### config.mk
export PLATFORM = sky130hd
export DESIGN_NAME = mem_stage_flat
export DESIGN_NICKNAME = d
export VERILOG_FILES = /design/src/rtl/mem_stage_pkg.sv /design/src/rtl/mem_stage_if.sv /design/src/rtl/mem_stage_dmem_handshake.sv /design/src/rtl/mem_stage.sv /design/src/flat_wrapper.sv
export SDC_FILE = /design/constraint.sdc
export NUM_CORES = 1
export LEC_CHECK = 0
export CAP_MARGIN = 30
export CORE_AREA = 5 5 109 111
export CTS_CLUSTER_SIZE = 8
export DETAILED_ROUTE_END_ITERATION = 16
export DIE_AREA = 0 0 114 116
export PLACE_DENSITY_LB_ADDON = 0.08
export SLEW_MARGIN = 20
export SYNTH_ARGS = -nofsm -noshare
export SYNTH_HDL_FRONTEND = slang
export SYNTH_SLANG_ARGS = --single-unit
### constraint.sdc
create_clock -name clk -period 2.65 [get_ports clk]
set_clock_uncertainty 0.15 [all_clocks]
set_input_delay 0.6625 -clock clk [delete_from_list [all_inputs] [get_ports clk]]
set_output_delay 0.6625 -clock clk [all_outputs]
set_load 0.01 [all_outputs]
### src/rtl/mem_stage_pkg.sv
// mem_pkg: shared EX/MEM and MEM/WB layouts, MemtoReg codes, FSM states.
// Pipeline register widths are fixed by the stage boundary definitions.
package mem_pkg;

  localparam int EXMEM_W = 106;
  localparam int MEMWB_W = 38;
  localparam int XLEN    = 32;
  localparam int RIDX_W  = 5;

  typedef enum logic [1:0] {
    M2R_ALU  = 2'b00,
    M2R_LOAD = 2'b01,
    M2R_PC4  = 2'b10,
    M2R_RSVD = 2'b11
  } memtoreg_e;

  typedef enum logic {
    IDLE = 1'b0,
    WAIT = 1'b1
  } hs_state_e;

  // MSB first: [105:74] pc4 .. [31:0] store data
  typedef struct packed {
    logic [XLEN-1:0]   pc4;
    logic [1:0]        memtoReg;
    logic              regWrite;
    logic              memWrite;
    logic              memRead;
    logic [RIDX_W-1:0] rd;
    logic [XLEN-1:0]   alu;
    logic [XLEN-1:0]   storeData;
  } ex_mem_t;

  typedef struct packed {
    logic              regWrite;
    logic [RIDX_W-1:0] rd;
    logic [XLEN-1:0]   data;
  } mem_wb_t;

  function automatic logic isAligned(input logic [XLEN-1:0] a);
    return a[1:0] == 2'b00;
  endfunction

endpackage

### src/rtl/mem_stage_if.sv
// mem_stage_if: data memory req/ready bus.
// master = pipeline stage, slave = memory.
interface mem_stage_if;
  logic        dmem_req;
  logic        dmem_we;
  logic [31:0] dmem_addr;
  logic [31:0] dmem_wdata;
  logic        dmem_ready;
  logic [31:0] dmem_rdata;

  modport master (
    output dmem_req,
    output dmem_we,
    output dmem_addr,
    output dmem_wdata,
    input  dmem_ready,
    input  dmem_rdata
  );

  modport slave (
    input  dmem_req,
    input  dmem_we,
    input  dmem_addr,
    input  dmem_wdata,
    output dmem_ready,
    output dmem_rdata
  );
endinterface

### src/rtl/mem_stage_dmem_handshake.sv
// dmem_handshake: IDLE/WAIT tracking, stall/req and optional timeout.
// Optional feature macro: MEM_TIMEOUT_EN (wait counter + sticky fault).
module dmem_handshake
  import mem_pkg::*;
#(
  parameter int TIMEOUT = 255
) (
  input  logic clk,
  input  logic rst,
  input  logic access,
  input  logic aligned,
  input  logic ready,
  output logic req,
  output logic stall,
  output logic timeoutHit,
  output logic fault
);

  if (TIMEOUT < 1 || TIMEOUT > 65535) begin : g_bad_timeout
    $error("TIMEOUT out of range 1..65535");
  end

  hs_state_e state;

  assign req   = access & aligned;
  assign stall = req & ~ready & ~timeoutHit;

`ifdef MEM_TIMEOUT_EN
  logic [15:0] waitCnt;

  assign timeoutHit = req & ~ready & (state == WAIT)
                    & (waitCnt == 16'(TIMEOUT));

  // State, wait-cycle count and sticky fault; count clears when not stalled
  always_ff @(posedge clk or posedge rst) begin
    if (rst) begin
      state   <= IDLE;
      waitCnt <= '0;
      fault   <= 1'b0;
    end else begin
      unique case (state)
        IDLE: if (stall) state <= WAIT;
        WAIT: if (!stall) state <= IDLE;
        default: state <= IDLE;
      endcase
      waitCnt <= stall ? waitCnt + 16'd1 : '0;
      if (timeoutHit) fault <= 1'b1;
    end
  end
`else
  assign timeoutHit = 1'b0;
  assign fault      = 1'b0;

  // State register: WAIT persists until the memory answers
  always_ff @(posedge clk or posedge rst) begin
    if (rst) begin
      state <= IDLE;
    end else begin
      unique case (state)
        IDLE: if (stall) state <= WAIT;
        WAIT: if (!stall) state <= IDLE;
        default: state <= IDLE;
      endcase
    end
  end
`endif

endmodule

### src/rtl/mem_stage.sv
// mem_stage: load/store over req/ready bus, stall, forwarding, MEM/WB reg.
// Optional feature macro: MEM_TIMEOUT_EN (abort slow accesses).
module mem_stage
  import mem_pkg::*;
#(
  parameter int TIMEOUT = 255
) (
  input  logic               clk,
  input  logic               rst,
  input  logic [EXMEM_W-1:0] EX_MEM,
  mem_stage_if.master        dmem,
  output logic               mem_stall,
  output logic               mem_misalign,
  output logic               mem_fault,
  output logic               MEM_RegWrite,
  output logic [RIDX_W-1:0]  MEM_WriteRegister,
  output logic [XLEN-1:0]    MEM_RegWriteData,
  output logic [MEMWB_W-1:0] MEM_WB
);

  ex_mem_t         ex;
  logic            access;
  logic            aligned;
  logic            timeoutHit;
  logic [XLEN-1:0] wbData;
  mem_wb_t         wbNext;

  assign ex      = ex_mem_t'(EX_MEM);
  assign access  = ex.memRead | ex.memWrite;
  assign aligned = isAligned(ex.alu);

  dmem_handshake #(
    .TIMEOUT(TIMEOUT)
  ) u_hs (
    .clk       (clk),
    .rst       (rst),
    .access    (access),
    .aligned   (aligned),
    .ready     (dmem.dmem_ready),
    .req       (dmem.dmem_req),
    .stall     (mem_stall),
    .timeoutHit(timeoutHit),
    .fault     (mem_fault)
  );

  assign dmem.dmem_we    = ex.memWrite;
  assign dmem.dmem_addr  = ex.alu;
  assign dmem.dmem_wdata = ex.storeData;

  assign mem_misalign = access & ~aligned;

  assign MEM_RegWrite      = ex.regWrite;
  assign MEM_WriteRegister = ex.rd;
  assign MEM_RegWriteData  =
    (ex.memtoReg == M2R_PC4) ? ex.pc4 : ex.alu;

  // Writeback select: load data, link address, or ALU result
  always_comb begin
    wbData = ex.alu;
    unique case (1'b1)
      (ex.memtoReg == M2R_LOAD): wbData = dmem.dmem_rdata;
      (ex.memtoReg == M2R_PC4):  wbData = ex.pc4;
      default:                   wbData = ex.alu;
    endcase
  end

  // Candidate MEM/WB value; killed on stall, abort or misalign
  always_comb begin
    wbNext = '0;
    if (!(mem_stall | timeoutHit | mem_misalign)) begin
      wbNext.regWrite = ex.regWrite;
      wbNext.rd       = ex.rd;
      wbNext.data     = wbData;
    end
  end

  // MEM/WB pipeline register: bubbles while stalled
  always_ff @(posedge clk or posedge rst) begin
    if (rst) MEM_WB <= '0;
    else     MEM_WB <= wbNext;
  end

endmodule

### src/flat_wrapper.sv
// flat-port wrapper written by rule: the top's interface ports become plain ports
module mem_stage_flat import mem_pkg::*;
#(
  parameter int TIMEOUT = 255
)
  (clk, rst, EX_MEM, mem_stall, mem_misalign, mem_fault, MEM_RegWrite, MEM_WriteRegister, MEM_RegWriteData, MEM_WB, dmem_dmem_req, dmem_dmem_we, dmem_dmem_addr, dmem_dmem_wdata, dmem_dmem_ready, dmem_dmem_rdata);
  mem_stage_if dmem_i ();
  input  logic clk;
  input  logic rst;
  input  logic [EXMEM_W-1:0] EX_MEM;
  output logic mem_stall;
  output logic mem_misalign;
  output logic mem_fault;
  output logic MEM_RegWrite;
  output logic [RIDX_W-1:0] MEM_WriteRegister;
  output logic [XLEN-1:0] MEM_RegWriteData;
  output logic [MEMWB_W-1:0] MEM_WB;
  output wire logic [$bits(dmem_i.dmem_req)-1:0] dmem_dmem_req;
  output wire logic [$bits(dmem_i.dmem_we)-1:0] dmem_dmem_we;
  output wire logic [$bits(dmem_i.dmem_addr)-1:0] dmem_dmem_addr;
  output wire logic [$bits(dmem_i.dmem_wdata)-1:0] dmem_dmem_wdata;
  input wire logic [$bits(dmem_i.dmem_ready)-1:0] dmem_dmem_ready;
  input wire logic [$bits(dmem_i.dmem_rdata)-1:0] dmem_dmem_rdata;
  assign dmem_dmem_req = dmem_i.dmem_req;
  assign dmem_dmem_we = dmem_i.dmem_we;
  assign dmem_dmem_addr = dmem_i.dmem_addr;
  assign dmem_dmem_wdata = dmem_i.dmem_wdata;
  assign dmem_i.dmem_ready = dmem_dmem_ready;
  assign dmem_i.dmem_rdata = dmem_dmem_rdata;
  mem_stage #(.TIMEOUT(TIMEOUT)) u_core (.clk(clk), .rst(rst), .EX_MEM(EX_MEM), .dmem(dmem_i), .mem_stall(mem_stall), .mem_misalign(mem_misalign), .mem_fault(mem_fault), .MEM_RegWrite(MEM_RegWrite), .MEM_WriteRegister(MEM_WriteRegister), .MEM_RegWriteData(MEM_RegWriteData), .MEM_WB(MEM_WB));
endmodule
==> results.json <==
{
  "slew_violations": 0,
  "first_pass_iters": 4,
  "ys_ff_latch": 38,
  "p_switching_mw": 0.5655,
  "worstPathCellList": "clkdlybuf4s50_1, buf_4, clkdlybuf4s50_1",
  "num_rows": 38,
  "setup_viol": 0,
  "netlist.area_leader.share_pct": 33.85,
  "cts_root_buf": "clkbuf_8",
  "postRouteAntennaNets": 0,
  "pre_cts_ws_ns": -0.6351,
  "crit_type": "primary input to output pin",
  "largest_reg_flops": 38,
  "power_mw": 2.047,
  "gp_congestion": 0.7885,
  "dieWidth_um": 114,
  "ctsHtreeMaxLevel": 2,
  "powerDensity_nw_per_um2": 393.8,
  "peakVddDrop_mv": 0.1670,
  "dpl_cell_area_um2": 5040,
  "cpMostUsedCell": "clkdlybuf4s50_1",
  "cp_slowest_stage_delay_ns": 0.57,
  "grt_pass1_wl_um": 18380,
  "finalInstanceArea_um2": 5197,
  "initial_core_util_pct": 26.26,
  "clkSinkCount": 38,
  "slowest_stage": "clkdlybuf4s50_1",
  "comb_power_share_pct": 38.8,
  "die_area_um2": 13220,
  "synth_top_cells_by_area": "dfrtp_1 34%, buf_4 19%, a221oi_1 16%",
  "swShare_pct": 27.63,
  "io_pins": 286,
  "synth_area_leader_cell": "dfrtp_1",
  "avgSynthCellArea_um2": 8.861,
  "syn_area_um2": 2809,
  "grt_max_degree": 39,
  "drt-total-wl_um": 12340,
  "most-common-layout-cells": "181 x clkdlybuf4s50_1, 56 x buf_4, 50 x a221oi_1",
  "p_seq_share_pct": 31.0,
  "drive_gt1_share_pct": 22.00,
  "drt_iter0_drc": 117,
  "cp.arrival_ns": 1.81,
  "rsz0062_at_grt": "no",
  "largestRegisters": "u_core.MEM_WB (38)",
  "regMostFlops": "u_core.MEM_WB",
  "grtUsageTotal_pct": 17.71,
  "path_clk_slew_ns": 0.08,
  "finalCritPeriodShare_pct": 99.02,
  "insertedDiodeCount": 0,
  "drc": 0,
  "post_synth_num_cell_types": 20,
  "crit_fanout": 2,
  "tritoncts": "built",
  "yosysWarningCount": 0,
  "post_drt_wl_per_cell_um": 19.02,
  "via_per_inst": 4.672,
  "fillers": 1077,
  "yosysSeqAreaShare_pct": 33.85,
  "clock_path_buffers": 2,
  "post-dp-hpwl_um": 9520,
  "port_buffers": 220,
  "nNetsFinal": 652,
  "syn2layout_area_growth_pct": 85.03,
  "vias": 3032,
  "fmax_ghz": 0.3811,
  "cp-end-kind": "output pin",
  "synthCells": 317,
  "min_period_ns": 2.624,
  "coreArea_um2": 10700,
  "cts_buffers": 5,
  "placedCellCount": 637,
  "required_ns": 1.84,
  "antenna_found_initial": 0,
  "layout_commonest_cell": "clkdlybuf4s50_1",
  "final-hold-violation-count": 0,
  "min_path_type": "primary input to async pin",
  "status": "completed",
  "setup_ws_ns": 0.02589,
  "power.leakage_nw": 2.273,
  "grt-ovfl-total": 0,
  "start_kind": "primary input",
  "synth_fp_nets": 461,
  "clkPwrFrac_pct": 30.2,
  "drv_cap": 0,
  "final_cells": 649,
  "grt_pass1_vias": 3181,
  "die_h_um": 116,
  "internal_power_mw": 1.481
}
==> through the flow <==
| stage | hold slack, ns | util [%] | setup TNS [ns] |
|---|---|---|---|
| after floorplan | 0.6614 | - | 0 |
| after global placement | 0.8716 | 47.11 | -15.94 |
| after detailed placement | 0.8802 | 47.11 | -16.27 |
| after CTS | 0.5617 | 49.11 | 0 |
| after global routing | 0.5778 | 48.58 | 0 |
| final | 0.5450 | 48.58 | 0 |
==> layout make-up <==
class	instances	area (um2)	share of cell area (%)
Clock buffer	6	82.58	1.589
Clock inverter	2	60.06	1.156
Sequential cell	38	950.9	18.30
Inverter	35	131.4	2.528
Timing Repair Buffer	284	2709	52.12
Tap cell	140	175.2	3.370
Multi-Input combinational cell	144	1089	20.94
==> cells in the mapped netlist <==
master and instances:
clkbuf_1 18, or3b_4 1, or2_2 1, nor4_1 1
conb_1 1, a221oi_2 14, buf_2 5, ha_1 3
buf_4 72, buf_1 2, o21ai_0 32, inv_1 35
buf_6 3, nand2_1 32, a21boi_0 6, a221oi_1 50
nor2_1 1, nor3_1 1, dfrtp_1 38, a21oi_1 1
==> cells by family after synthesis <==
kind of cell	share of synthesized area (%)
buf+inv	28.69
compound gates	30.56
flops	33.85
simple gates	5.434
fa+ha+maj	1.336
other cells	0.1335
==> path summary, 6_finish.rpt <==
kind / from / to / slack, ns / cells past startpoint
worst max-delay path: EX_MEM[70] / dmem_dmem_we / 0.03 / 3
worst min-delay path: rst / u_core.MEM_WB[37] / 0.54 / 2
max in group asynchronous: rst / u_core.MEM_WB[23] / 1.32 / 3
min in group clk: EX_MEM[71] / u_core.MEM_WB[37] / 0.79 / 2
==> power by group through the flow <==
stage | Clock, mW | Combinational (mW) | Sequential, mW
2_1_floorplan | 0 | 0.336 | 0.669
3_3_place_gp | 0 | 0.811 | 0.644
3_5_place_dp | 0 | 0.814 | 0.646
4_1_cts | 0.642 | 0.812 | 0.634
5_1_grt | 0.665 | 0.856 | 0.638
6_report | 0.618 | 0.795 | 0.633
==> layer usage <==
layer	track usage (%)	part of all wire [%]
met5	0	0
met4	5.701	2.1
met3	4.073	8.7
met2	31.03	50
met1	21.52	39
==> critical path, delay by kind of cell <==
| family | cells | cell delay, ns |
|---|---|---|
| buffers and inverters | 3 | 1.15 |
==> what timing repair did <==
item / 4_1_cts / 5_1_grt
cloned: 2 / 0
resized for setup: 64 / 28
buffers inserted: 2 / 0
endpoints found under the setup margin: 36 / 18
pin swaps: 1 / 0
hold buffers: 0 / 0
Note: power is estimated with default switching activity, not from simulation.
